===== src/rtl/seven_seg_scan_decoder.sv =====
`default_nettype none
// ============================================================================
//  Module      : seven_seg_scan_decoder
//  Description : Receive side of a multiplexed 7-segment display bus.
//                Samples the scanned seg/an lines, waits for each dwell to
//                settle, decodes the segment pattern to BCD per position and
//                publishes complete four-digit frames. Flags malformed scans,
//                undecodable patterns and a stalled display.
//  Revision    : 1.0 - initial release
// ============================================================================
module seven_seg_scan_decoder #(
  parameter int SETTLE_CYCLES  = 4,
  parameter int TIMEOUT_CYCLES = 2_000_000
) (
  input  logic        clk,
  input  logic        rst,
  input  logic [6:0]  seg_i,
  input  logic [3:0]  an_i,
  output logic [15:0] digits_o,
  output logic [3:0]  blank_o,
  output logic        frame_valid_o,
  output logic        frame_stb_o,
  output logic        invalid_pattern_o,
  output logic        scan_error_o,
  output logic        stall_o
);

  localparam int SW = $clog2(SETTLE_CYCLES + 1);
  localparam int TW = $clog2(TIMEOUT_CYCLES + 1);
  localparam logic [SW-1:0] C_SETTLE_MAX  = SW'(SETTLE_CYCLES);
  localparam logic [SW-1:0] C_SETTLE_LAST = SW'(SETTLE_CYCLES - 1);
  localparam logic [TW-1:0] C_TIMEOUT     = TW'(TIMEOUT_CYCLES);

  logic [10:0]   in_q;
  logic [SW-1:0] stable_q, stable_d;
  logic [15:0]   shadow_q;
  logic [3:0]    shadow_blank_q;
  logic [3:0]    mask_q, mask_d;
  logic [TW-1:0] idle_q, idle_d;
  logic [15:0]   digits_q;
  logic [3:0]    blank_q;
  logic          frame_valid_q, frame_stb_q, invalid_q, scan_err_q;

  logic [6:0] seg_r;
  logic [3:0] an_r;
  logic       changed, capture_evt, cap, an_blank, an_multi;
  logic [3:0] pos_oh;
  logic [3:0] dec_val;
  logic       dec_blank, dec_invalid;
  logic       frame_done;

  assign seg_r       = in_q[10:4];
  assign an_r        = in_q[3:0];
  assign changed     = ({seg_i, an_i} != in_q);
  // The dwell has been seen SETTLE_CYCLES times in a row on this edge; the
  // saturating counter guarantees this fires only once per dwell.
  assign capture_evt = (stable_q == C_SETTLE_LAST);
  assign an_blank    = (an_r == 4'b1111);
  assign an_multi    = (pos_oh == 4'b0000) && !an_blank;
  assign cap         = capture_evt && (pos_oh != 4'b0000);
  assign frame_done  = (mask_q == 4'b1111);

  // Position select: only a single low anode identifies a digit.
  always_comb begin
    pos_oh = 4'b0000;
    case (an_r)
      4'b1110: pos_oh = 4'b0001;
      4'b1101: pos_oh = 4'b0010;
      4'b1011: pos_oh = 4'b0100;
      4'b0111: pos_oh = 4'b1000;
      default: pos_oh = 4'b0000;
    endcase
  end

  // Segment decode (active-low, bit order g..a).
  always_comb begin
    dec_val     = 4'hE;
    dec_blank   = 1'b0;
    dec_invalid = 1'b0;
    case (seg_r)
      7'b1000000: dec_val = 4'd0;
      7'b1111001: dec_val = 4'd1;
      7'b0100100: dec_val = 4'd2;
      7'b0110000: dec_val = 4'd3;
      7'b0011001: dec_val = 4'd4;
      7'b0010010: dec_val = 4'd5;
      7'b0000010: dec_val = 4'd6;
      7'b1111000: dec_val = 4'd7;
      7'b0000000: dec_val = 4'd8;
      7'b0010000: dec_val = 4'd9;
      7'b1111111: begin
        dec_val   = 4'hF;
        dec_blank = 1'b1;
      end
      default: dec_invalid = 1'b1;
    endcase
  end

  // Next-state for the settle counter, capture mask and stall counter.
  always_comb begin
    stable_d = stable_q;
    if (changed) begin
      stable_d = '0;
    end else if (stable_q != C_SETTLE_MAX) begin
      stable_d = stable_q + 1'b1;
    end

    // A capture on the transfer edge seeds the next frame's mask.
    mask_d = frame_done ? 4'b0000 : mask_q;
    if (cap) begin
      mask_d = mask_d | pos_oh;
    end

    idle_d = idle_q;
    if (cap) begin
      idle_d = '0;
    end else if (idle_q != C_TIMEOUT) begin
      idle_d = idle_q + 1'b1;
    end
  end

  // Input sampling, settle tracking, shadow capture and frame publication.
  always_ff @(posedge clk or posedge rst) begin
    if (rst) begin
      in_q           <= '0;
      stable_q       <= '0;
      shadow_q       <= '0;
      shadow_blank_q <= '0;
      mask_q         <= '0;
      idle_q         <= '0;
      digits_q       <= '0;
      blank_q        <= '0;
      frame_valid_q  <= 1'b0;
      frame_stb_q    <= 1'b0;
      invalid_q      <= 1'b0;
      scan_err_q     <= 1'b0;
    end else begin
      in_q        <= {seg_i, an_i};
      stable_q    <= stable_d;
      mask_q      <= mask_d;
      idle_q      <= idle_d;
      frame_stb_q <= frame_done;
      invalid_q   <= cap && dec_invalid;
      scan_err_q  <= capture_evt && an_multi;
      for (int i = 0; i < 4; i++) begin
        if (cap && pos_oh[i]) begin
          shadow_q[4*i +: 4] <= dec_val;
          shadow_blank_q[i]  <= dec_blank;
        end
      end
      if (frame_done) begin
        digits_q      <= shadow_q;
        blank_q       <= shadow_blank_q;
        frame_valid_q <= 1'b1;
      end
    end
  end

  assign digits_o          = digits_q;
  assign blank_o           = blank_q;
  assign frame_valid_o     = frame_valid_q;
  assign frame_stb_o       = frame_stb_q;
  assign invalid_pattern_o = invalid_q;
  assign scan_error_o      = scan_err_q;
  assign stall_o           = (idle_q == C_TIMEOUT);

endmodule
`default_nettype wire


===== config.mk =====
export PLATFORM = sky130hd
export DESIGN_NAME = seven_seg_scan_decoder
export DESIGN_NICKNAME = d
export VERILOG_FILES = /design/src/rtl/seven_seg_scan_decoder.sv
export SDC_FILE = /design/constraint.sdc
export NUM_CORES = 1
export LEC_CHECK = 0
export CORE_MARGIN = 2
export CORE_UTILIZATION = 50
export CTS_CLUSTER_SIZE = 28
export DETAILED_ROUTE_END_ITERATION = 10
export PLACE_DENSITY = 0.72
export SLEW_MARGIN = 25
export SYNTH_ARGS = -nofsm -noshare
export SYNTH_HDL_FRONTEND = slang
export SYNTH_SLANG_ARGS = --single-unit

===== constraint.sdc =====
create_clock -name clk -period 5 [get_ports clk]
set_input_delay 0.5 -clock clk [delete_from_list [all_inputs] [get_ports clk]]
set_output_delay 0.5 -clock clk [all_outputs]
set_load 0.02 [all_outputs]

==> results_dict.tcl <==
set metrics [dict create \
    dpl.hpwl_um 4640 \
    whs_endpoint "blank_o[2]" \
    required_ns 4.50 \
    fin_hold_ws_ns 0.471 \
    clkSinkCount 83 \
    cts_resized 0 \
    hold_path_class "reg -> reg" \
    reg2reg_slack_ns 2.91 \
    fp-row-count 31 \
    async_reset_ff_share_pct 100 \
    synth_cell_type_count 46 \
    grt_setup_unrepaired "false" \
    cts_root_buffer "clkbuf_8" \
    h-tree-depth 3 \
    cts_made_buffers 9 \
    die-area_mm2 0.00806 \
    cp.arrival_ns 2.35 \
    first_global_vias 2428 \
    die_width_um 89.8 \
    drc 0 \
    synth_edf_count 0 \
    grt_pass1_wl_um 11300 \
    synth-seq-area-share_pct 56.4 \
    antenna_found_initial 0 \
    final_cells 503 \
    p_leak_nw 2.06 \
    vias 2583 \
    placed_cells 487 \
    worstPathMaxFanout 4 \
    drive_gt1_share_pct 8.91 \
    r2r_start "stable_q[0]" \
    port_buffers 37 \
    hp-start "shadow_blank_q[2]" \
    ys.flop_type "dfrtp_1" \
    track_usage_pct 17.4 \
    io_pins 38 \
    clock_latency_ns 0.35 \
    reg2reg_depth 5 \
    grt_overflow 0 \
    period_minus_slack_ns 2.85 \
    worst_slack_ns 2.15 \
    final_cell_mix "dfrtp_1 (83), nand2_1 (73), nor2_1 (43)" \
    num-nets-final 417 \
    ant_nets 0 \
    ys_ff_latch 83 \
    viasPerCell 5.14 \
    drt-wirelength-per-cell_um 13.0 \
    cts.clk_slew.worst_paths_ns 0.09 \
    grt_start_max_net_pins 59 \
    max-slew-margin-rel_pct 54.4 \
    synthCells 363 \
    syn_area_per_cell_um2 10.1 \
    final_common_cell "dfrtp_1" \
    hold_buffers 0 \
    initial_core_util_pct 51.3 \
    cts_tree "built" \
    gp_congestion 0.850 \
    postLayoutCoreUtil_pct 60.5 \
    maxCapViolCount 0 \
    critPathKind "reg -> out" \
    r2r_end "shadow_blank_q[2]" \
    status "complete, no violations" \
    synthesis.area_mm2 0.00368 \
    finalCritPeriodShare_pct 57.0 \
    die_y_um 89.8 \
    finClkSkew_ns 0.00810 \
    register_area_mm2 0.00208 \
    multiInputGateArea_mm2 0.00150 \
    wirelength_um 6560 \
    setup_viol 0 \
    start_kind "register" \
    ir_worst_vdd_mv 0.162 \
    area_growth_pct 18.0 \
    fin_setup_tns_ns 0 \
    p_per_area_mw_per_mm2 282 \
    n_antenna_cell 0 \
    yosysWarnings 0 \
    syn-num-nets 381 \
    max_freq_mhz 351 \
    hold_depth 2 \
    cts_buffer_depth 2 \
    drtIter0Drc 103 \
    slew_violations 0 \
    nFillCells 611 \
    post_cts_buffers 0 \
    end_kind "primary output" \
    first_pass_iters 4 \
    place_ws_ns 2.52 \
    core_area_mm2 0.00718 \
    worst_slew_pin_slew_ns 0.684 \
    hold_viol_final 0 \
]
==> registers in the layout, indices dropped and copies added (netlist names) <==
name and flops:
in_q 11, digits_o 16, frame_stb_o 1, frame_valid_o 1, blank_o 4, shadow_q 16, shadow_blank_q 4, mask_q 4
idle_q 21, invalid_pattern_o 1, scan_error_o 1, stable_q 3
==> cell families (layout without fill, tap and decap cells) <==
group	Yosys count	in the layout	synth area share, %
simple gates	175	175	22.8
flops	83	83	56.4
compound gates	35	35	5.95
xor+xnor	32	32	7.62
buf+inv	24	65	2.75
mux	8	8	2.41
fa+ha+maj	6	6	1.97
==> metal layers <==
metal  wire (um)  part of all wire [%]  GRT usage, %
met1        3120                    48          23.4
met2        3110                    47          28.0
met3         202                   3.1          3.02
met4         127                   1.9          7.31
met5           0                     0             0
==> worst max-delay path: stages, from the launching register on <==
cell             delay [ns]
dfrtp_1                0.42
inv_1                  0.11
ha_1                   0.14
nor4bb_1               0.25
nand3_1                0.10
nor2_1                 0.31
clkdlybuf4s50_1        0.67
==> where the power goes <==
part | internal [mW] | total (mW) | switching (mW) | leakage (nW)
sequential | 0.675 | 0.687 | 0.0117 | 1.12
combinational | 0.0196 | 0.0453 | 0.0257 | 0.836
clock | 0.249 | 0.491 | 0.241 | 0.103
==> Yosys cell counts (all sizes together) (2+ instances only) <==
cell,number,area [um2]
nor2,43,161
mux2,7,78.8
a31oi,5,31.3
or3,2,17.5
nor4bb,2,20.0
xnor2,9,78.8
nor2b,2,12.5
and3,2,12.5
a21oi,18,93.8
clkbuf,11,41.3
ha,5,62.6
nor4,4,31.3
o21ai,4,20.0
nor4b,2,17.5
and4,2,17.5
dfrtp,83,2080
a21o,3,22.5
nand3,17,90.1
or3b,2,17.5
nand2,73,274
nor3b,3,32.5
xor2,23,201
buf,4,26.3
nand4,10,62.6
nor3,3,15.0
and2,2,12.5
inv,9,33.8
nand2b,2,12.5
==> through the flow <==
stage	total power, mW	cell area (um2)
3_3_place_gp	0.745	4130
6_report	1.22	4340
3_5_place_dp	0.746	4130
2_1_floorplan	0.727	3680
4_1_cts	1.24	4340
5_1_grt	1.28	4340
==> worst max-delay path by stage <==
stage / from / to / slack (ns) / cells after the start
2_1_floorplan: rst / blank_o[0] / 2.36 / 1
3_3_place_gp: idle_q[0] / stall_o / 2.58 / 6
3_5_place_dp: idle_q[0] / stall_o / 2.52 / 6
4_1_cts: idle_q[0] / stall_o / 2.12 / 6
5_1_grt: idle_q[0] / stall_o / 1.97 / 6
6_report: idle_q[0] / stall_o / 2.15 / 6
==> final cells by class <==
cell class / count / share of cell area, %
well taps: 99 / 2.85
clock inverters: 6 / 1.67
clock buffers: 10 / 3.17
flip-flops and latches: 83 / 47.8
inverters: 9 / 0.836
multi-input cells: 256 / 34.6
repair buffers: 40 / 9.05
(Power assumes the default switching activity.)
